### config.mk
export PLATFORM = sky130hd
export DESIGN_NAME = stride_counter
export DESIGN_NICKNAME = d
export VERILOG_FILES = /design/src/rtl/stride_counter_pkg.sv /design/src/rtl/stride_next.sv /design/src/rtl/stride_counter.sv
export SDC_FILE = /design/constraint.sdc
export NUM_CORES = 1
export LEC_CHECK = 0
export BUFFER_PORTS_ARGS = -buffer_cell sky130_fd_sc_hd__buf_2
export CAP_MARGIN = 20
export CORE_MARGIN = 2
export CORE_UTILIZATION = 57
export CTS_CLUSTER_DIAMETER = 120
export CTS_CLUSTER_SIZE = 14
export DETAILED_ROUTE_END_ITERATION = 8
export HOLD_SLACK_MARGIN = 0.05
export PLACE_DENSITY_LB_ADDON = 0.08
export SLEW_MARGIN = 5
export SYNTH_ARGS = -nofsm -noshare
export SYNTH_HDL_FRONTEND = slang
export SYNTH_HIERARCHICAL = 1
export SYNTH_SLANG_ARGS = --single-unit
export TNS_END_PERCENT = 10
### constraint.sdc
create_clock -name clk -period 9.55 [get_ports clk]
set_clock_uncertainty 0.05 [all_clocks]
set_input_delay 0 -clock clk [delete_from_list [all_inputs] [get_ports clk]]
set_output_delay 0 -clock clk [all_outputs]
set_load 0.02 [all_outputs]
### src/rtl/stride_counter_pkg.sv
// Shared types for the programmable-stride counter: count direction,
// overflow policy and controller state.
package stride_counter_pkg;

    typedef enum logic {
        DIR_UP   = 1'b0,
        DIR_DOWN = 1'b1
    } dir_e;

    typedef enum logic {
        OVF_WRAP = 1'b0,
        OVF_SAT  = 1'b1
    } ovf_mode_e;

    typedef enum logic {
        ST_COUNT = 1'b0,
        ST_SAT   = 1'b1
    } state_e;

endpackage

### src/rtl/stride_next.sv
// Combinational next-value unit: one stride step up or down, with the
// carry/borrow resolved as either a wrap or a clamp to the range limit.
module stride_next
    import stride_counter_pkg::*;
#(
    parameter int WIDTH = 8
) (
    input  logic [WIDTH-1:0] cnt,
    input  logic [WIDTH-1:0] stride,
    input  dir_e             dir,
    input  ovf_mode_e        mode,
    output logic [WIDTH-1:0] next_val,
    output logic             wrapped,
    output logic             saturate
);

    logic [WIDTH:0] result;
    logic           ovf;

    always_comb begin
        result   = '0;
        ovf      = 1'b0;
        next_val = '0;
        wrapped  = 1'b0;
        saturate = 1'b0;

        // The extra top bit is the carry going up and the borrow going down.
        if (dir == DIR_UP) begin
            result = {1'b0, cnt} + {1'b0, stride};
        end else begin
            result = {1'b0, cnt} - {1'b0, stride};
        end
        ovf      = result[WIDTH];
        next_val = result[WIDTH-1:0];

        if (ovf) begin
            if (mode == OVF_SAT) begin
                next_val = (dir == DIR_UP) ? {WIDTH{1'b1}} : '0;
                saturate = 1'b1;
            end else begin
                wrapped  = 1'b1;
            end
        end
    end

endmodule

### src/rtl/stride_counter.sv
// Programmable-stride up/down counter with wrap or saturate overflow policy,
// parallel load and registered terminal-count / wrap pulses.
module stride_counter
    import stride_counter_pkg::*;
#(
    parameter int WIDTH    = 8,
    parameter int RST_VAL  = 1,
    parameter int DEF_STEP = 2
) (
    input  logic             clk,
    input  logic             reset,
    input  logic             en_i,
    input  logic             load_i,
    input  logic [WIDTH-1:0] load_val_i,
    input  logic [WIDTH-1:0] load_step_i,
    input  logic             dir_i,
    input  logic             sat_mode_i,
    input  logic [WIDTH-1:0] limit_i,
    output logic [WIDTH-1:0] cnt_o,
    output logic             tc_o,
    output logic             wrap_o,
    output logic             sat_o
);

    localparam logic [WIDTH-1:0] RST_CNT  = WIDTH'(RST_VAL);
    localparam logic [WIDTH-1:0] RST_STEP = WIDTH'(DEF_STEP);

    logic [WIDTH-1:0] cnt_q, cnt_d;
    logic [WIDTH-1:0] stride_q, stride_d;
    state_e           state_q, state_d;
    logic             tc_q, tc_d;
    logic             wrap_q, wrap_d;

    logic [WIDTH-1:0] step_val;
    logic             step_wrapped;
    logic             step_saturate;

    stride_next #(
        .WIDTH (WIDTH)
    ) u_next (
        .cnt      (cnt_q),
        .stride   (stride_q),
        .dir      (dir_e'(dir_i)),
        .mode     (ovf_mode_e'(sat_mode_i)),
        .next_val (step_val),
        .wrapped  (step_wrapped),
        .saturate (step_saturate)
    );

    always_comb begin
        cnt_d    = cnt_q;
        stride_d = stride_q;
        state_d  = state_q;
        tc_d     = 1'b0;
        wrap_d   = 1'b0;

        if (load_i) begin
            cnt_d    = load_val_i;
            stride_d = load_step_i;
            state_d  = ST_COUNT;
        end else if (en_i && (state_q == ST_COUNT) && (stride_q != '0)) begin
            // tc compares the landed value, so a clamp onto limit_i still fires it.
            cnt_d  = step_val;
            wrap_d = step_wrapped;
            tc_d   = (step_val == limit_i);
            if (step_saturate) begin
                state_d = ST_SAT;
            end
        end
    end

    always_ff @(posedge clk) begin
        if (reset) begin
            cnt_q    <= RST_CNT;
            stride_q <= RST_STEP;
            state_q  <= ST_COUNT;
            tc_q     <= 1'b0;
            wrap_q   <= 1'b0;
        end else begin
            cnt_q    <= cnt_d;
            stride_q <= stride_d;
            state_q  <= state_d;
            tc_q     <= tc_d;
            wrap_q   <= wrap_d;
        end
    end

    assign cnt_o  = cnt_q;
    assign tc_o   = tc_q;
    assign wrap_o = wrap_q;
    assign sat_o  = (state_q == ST_SAT);

endmodule

==> impl_results.md <==
- Fin Setup TNS: 0 ps
- WL final: 4.364 mm
- H-tree depth: 1
- Syn avg cell area: 8.627 um^2
- Total of max-cap violations: 0
- Avg Vias per Cell: 5.721
- Ant diodes: 0
- Period utilization: 52.52%
- Crit path from: stride_q[3]$_SDFFE_PP0P_
- Global-route wire length before repair: 7.445 mm
- Reg2reg setup slack: 4530 ps
- Sequential area share after synthesis: 23.08%
- Final HPWL DP: 2.992 mm
- Final Util: 77.18%
- Post-cts sizing count: 0
- Seq cells post-synth: 19
- FFs w/ async S/R, synth: 0%
- Initial antenna violation count: 0
- Die extent in x: 57.77 um
- Status: complete, no violations
- Ranking of synthesized cells by area: dfxtp_1, mux2i_1, xnor2_1, ha_1, nor2_1
- Die Y: 57.77 um
- Psw: 0.1161 mW
- Grt ovf: 0
- Ys flop type: dfxtp_1
- IO buf count: 40
- Min-Delay Path Class: input port to flip-flop
- Clock group share of total power: 15.3%
- Switching share of power: 40.67%
- Final min period: 5016 ps
- Setup crit end kind: flip-flop
- RSZ-0062 raised after global routing: no
- CTS Buf Count: 3
- Initial drt markers: 48
- Combinational cell fraction of total power: 51.7%
- Setup CP Type: flip-flop to flip-flop
- Total track usage: 28.73%
- VDD IR-drop max: 0.09459 mV
- Critical R2R Launch: stride_q[3]$_SDFFE_PP0P_
- Core Area: 2758 um^2
- Via Count: 1619
- CTS Sinks: 19
- Fin. max-slew vios: 0
- Clock Path Buffers: 2
- Routed wire per std cell: 15.42 um
- Number of global-route vias before repair: 1684
- Drc violations: 0
- CTS tree: built
- Filler cell count in the final layout: 210
- Synth Warn #: 6
- Post-synth top area cell: dfxtp_1
- Setup bufs post-CTS: 0
- Share of total power in sequential cells: 33.0%
- Top cell type's share of synthesized area: 23.08%
- Crit path max fanout: 9
- Critical Path Start Type: flip-flop
- Pin count of the biggest net entering global routing: 35
- Antenna viol nets, final: 0
- Arrival @ worst endpoint: 5220 ps
- Max transition margin: 59.57%
- WHS: 118.9 ps
- Skew-Pair Late Insertion Delay: 310 ps
- Total Nets Final: 293
- Synth-to-Final Area Change: 29.16%
- Cell Int Power: 0.1693 mW
- Pwr dens: 134.1 nW/um^2
- Leakage Power: 0.9561 nW
- Worst Reg2Reg Path Length in Cells: 15
- Gpl congestion: 0.9706
- Worst-path clk slew: 120 ps
- Post-synth EDFFs: 0
- Layout cell share with drive strength beyond 1: 24.21%
- Worst slew pin tran: 591.2 ps
- CTS root buffer: clkbuf_4
- Pre-antenna DRT Iters: 4
- Synth cell types: 41
- Setup-failing EPs final: 0
- Synthesized area: 1648 um^2
- # IOs: 41
- Syn Nets: 231
- DIE AREA: 3337 um^2
- # rows: 19
- Initial Util: 59.75%
- Achievable clock frequency: 199.4 MHz
- Cells after Synth: 191
- CP endpoint: tc_o$_SDFF_PP0_
- Count of final hold-check violations: 0
- Worst Path Required: 9760 ps
- R2r endpoint: tc_o$_SDFF_PP0_
==> synthesized netlist by cell type, drive strengths merged (3+ instances only) <==
cell / count
xnor2: 16
a211oi: 12
nor2: 23
ha: 9
a21oi: 10
a21o: 8
mux2i: 17
nor3b: 3
nand2: 4
clkbuf: 5
o21ai: 5
buf: 5
dfxtp: 19
a2111oi: 8
nor4: 3
nand2b: 5
inv: 15
nor3: 5
==> metal layers <==
layer	track usage (%)	vias up	wire, um
li1	-	811	-
met1	31.54	731	1757
met2	53.08	59	2248
met3	4.241	18	180
met4	14.62	0	177
met5	0	-	0
==> per-stage QoR <==
stage	instances	area, um^2	setup WS (ps)	power [mW]
floorplan	191	1648	6234	0.2020
global placement	252	1831	5795	0.2266
detailed placement	252	1831	5652	0.2309
CTS	283	2128	4622	0.2835
global route	283	2128	4265	0.3048
finish	283	2128	4534	0.2854
==> sequential cells by signal, summed over array words and instances (netlist names) <==
| name | cells |
|---|---|
| sat_o | 1 |
| wrap_o | 1 |
| cnt_o | 8 |
| stride_q | 8 |
| tc_o | 1 |
==> area by class of cell <==
class,instances,area [um^2],share of cell area (%)
multi-input cells,147,1155,54.26
repair buffers,67,470.5,22.10
flip-flops and latches,19,380.4,17.87
inverters,15,56.30,2.646
well taps,31,38.79,1.822
clock buffers,3,22.52,1.058
clock inverters,1,5.005,0.2352
==> power groups by stage <==
stage	Sequential (mW)	Clock [mW]	Combinational [mW]
finish	0.0941	0.0436	0.148
global placement	0.0953	0	0.131
CTS	0.0941	0.0445	0.145
floorplan	0.0986	0	0.103
global route	0.0950	0.0473	0.163
detailed placement	0.0958	0	0.135
==> worst min-delay path by stage <==
stage | from | to | slack (ps) | depth (start not counted)
after floorplan | load_step_i[1] | stride_q[1]$_SDFFE_PP1P_ | 70 | 1
after global placement | load_step_i[1] | stride_q[1]$_SDFFE_PP1P_ | 160 | 2
after detailed placement | load_step_i[1] | stride_q[1]$_SDFFE_PP1P_ | 160 | 2
after CTS | reset | stride_q[1]$_SDFFE_PP1P_ | 100 | 2
after global routing | reset | stride_q[1]$_SDFFE_PP1P_ | 160 | 2
final | reset | stride_q[1]$_SDFFE_PP1P_ | 120 | 2
==> logic make-up after synthesis <==
logic type	Yosys count	share of synthesized area, %
adder cells (fa/ha/maj)	10	8.049
XOR/XNOR	18	9.567
multiplexers	17	10.33
AND/OR/NAND/NOR	55	19.59
flip-flops	19	23.08
AO/OA/AOI/OAI	47	22.55
buffers and inverters	25	6.833
==> what timing repair did <==
action / CTS / global route
hold endpoints to repair: 18 / 0
hold buffers: 27 / 0
setup endpoints to repair: 0 / 0
==> layout by cell type (no fill, tap or decap), types with 2 or more instances in the layout <==
master,n
nand4_1,2
a21oi_1,8
nor3_1,5
nand3_1,2
a21oi_2,2
nor4_4,2
inv_1,15
xnor2_1,16
ha_1,9
nand2_1,4
nor3b_1,2
nor2b_1,2
nand2b_1,5
mux2i_1,17
a211oi_1,6
o21ai_0,4
clkbuf_4,3
a2111oi_0,7
a211oi_2,6
dfxtp_1,19
dlygate4sd3_1,27
buf_2,40
nor2_1,23
a21o_1,7
xor2_1,2
==> worst max-delay path: stages (launching register included) <==
cell and delay, ps:
dfxtp_1 400, or4_1 530, nor2_1 140, nor2_1 70
xnor2_1 150, ha_1 380, nand2_1 130, a211oi_1 350
o21ai_0 240, a21boi_2 550, mux2i_1 370, xnor2_1 160
nand4_1 100, dlygate4sd3_1 580, nor4_2 190, dlygate4sd3_1 560
No activity file was read; power rests on OpenSTA's default activity.
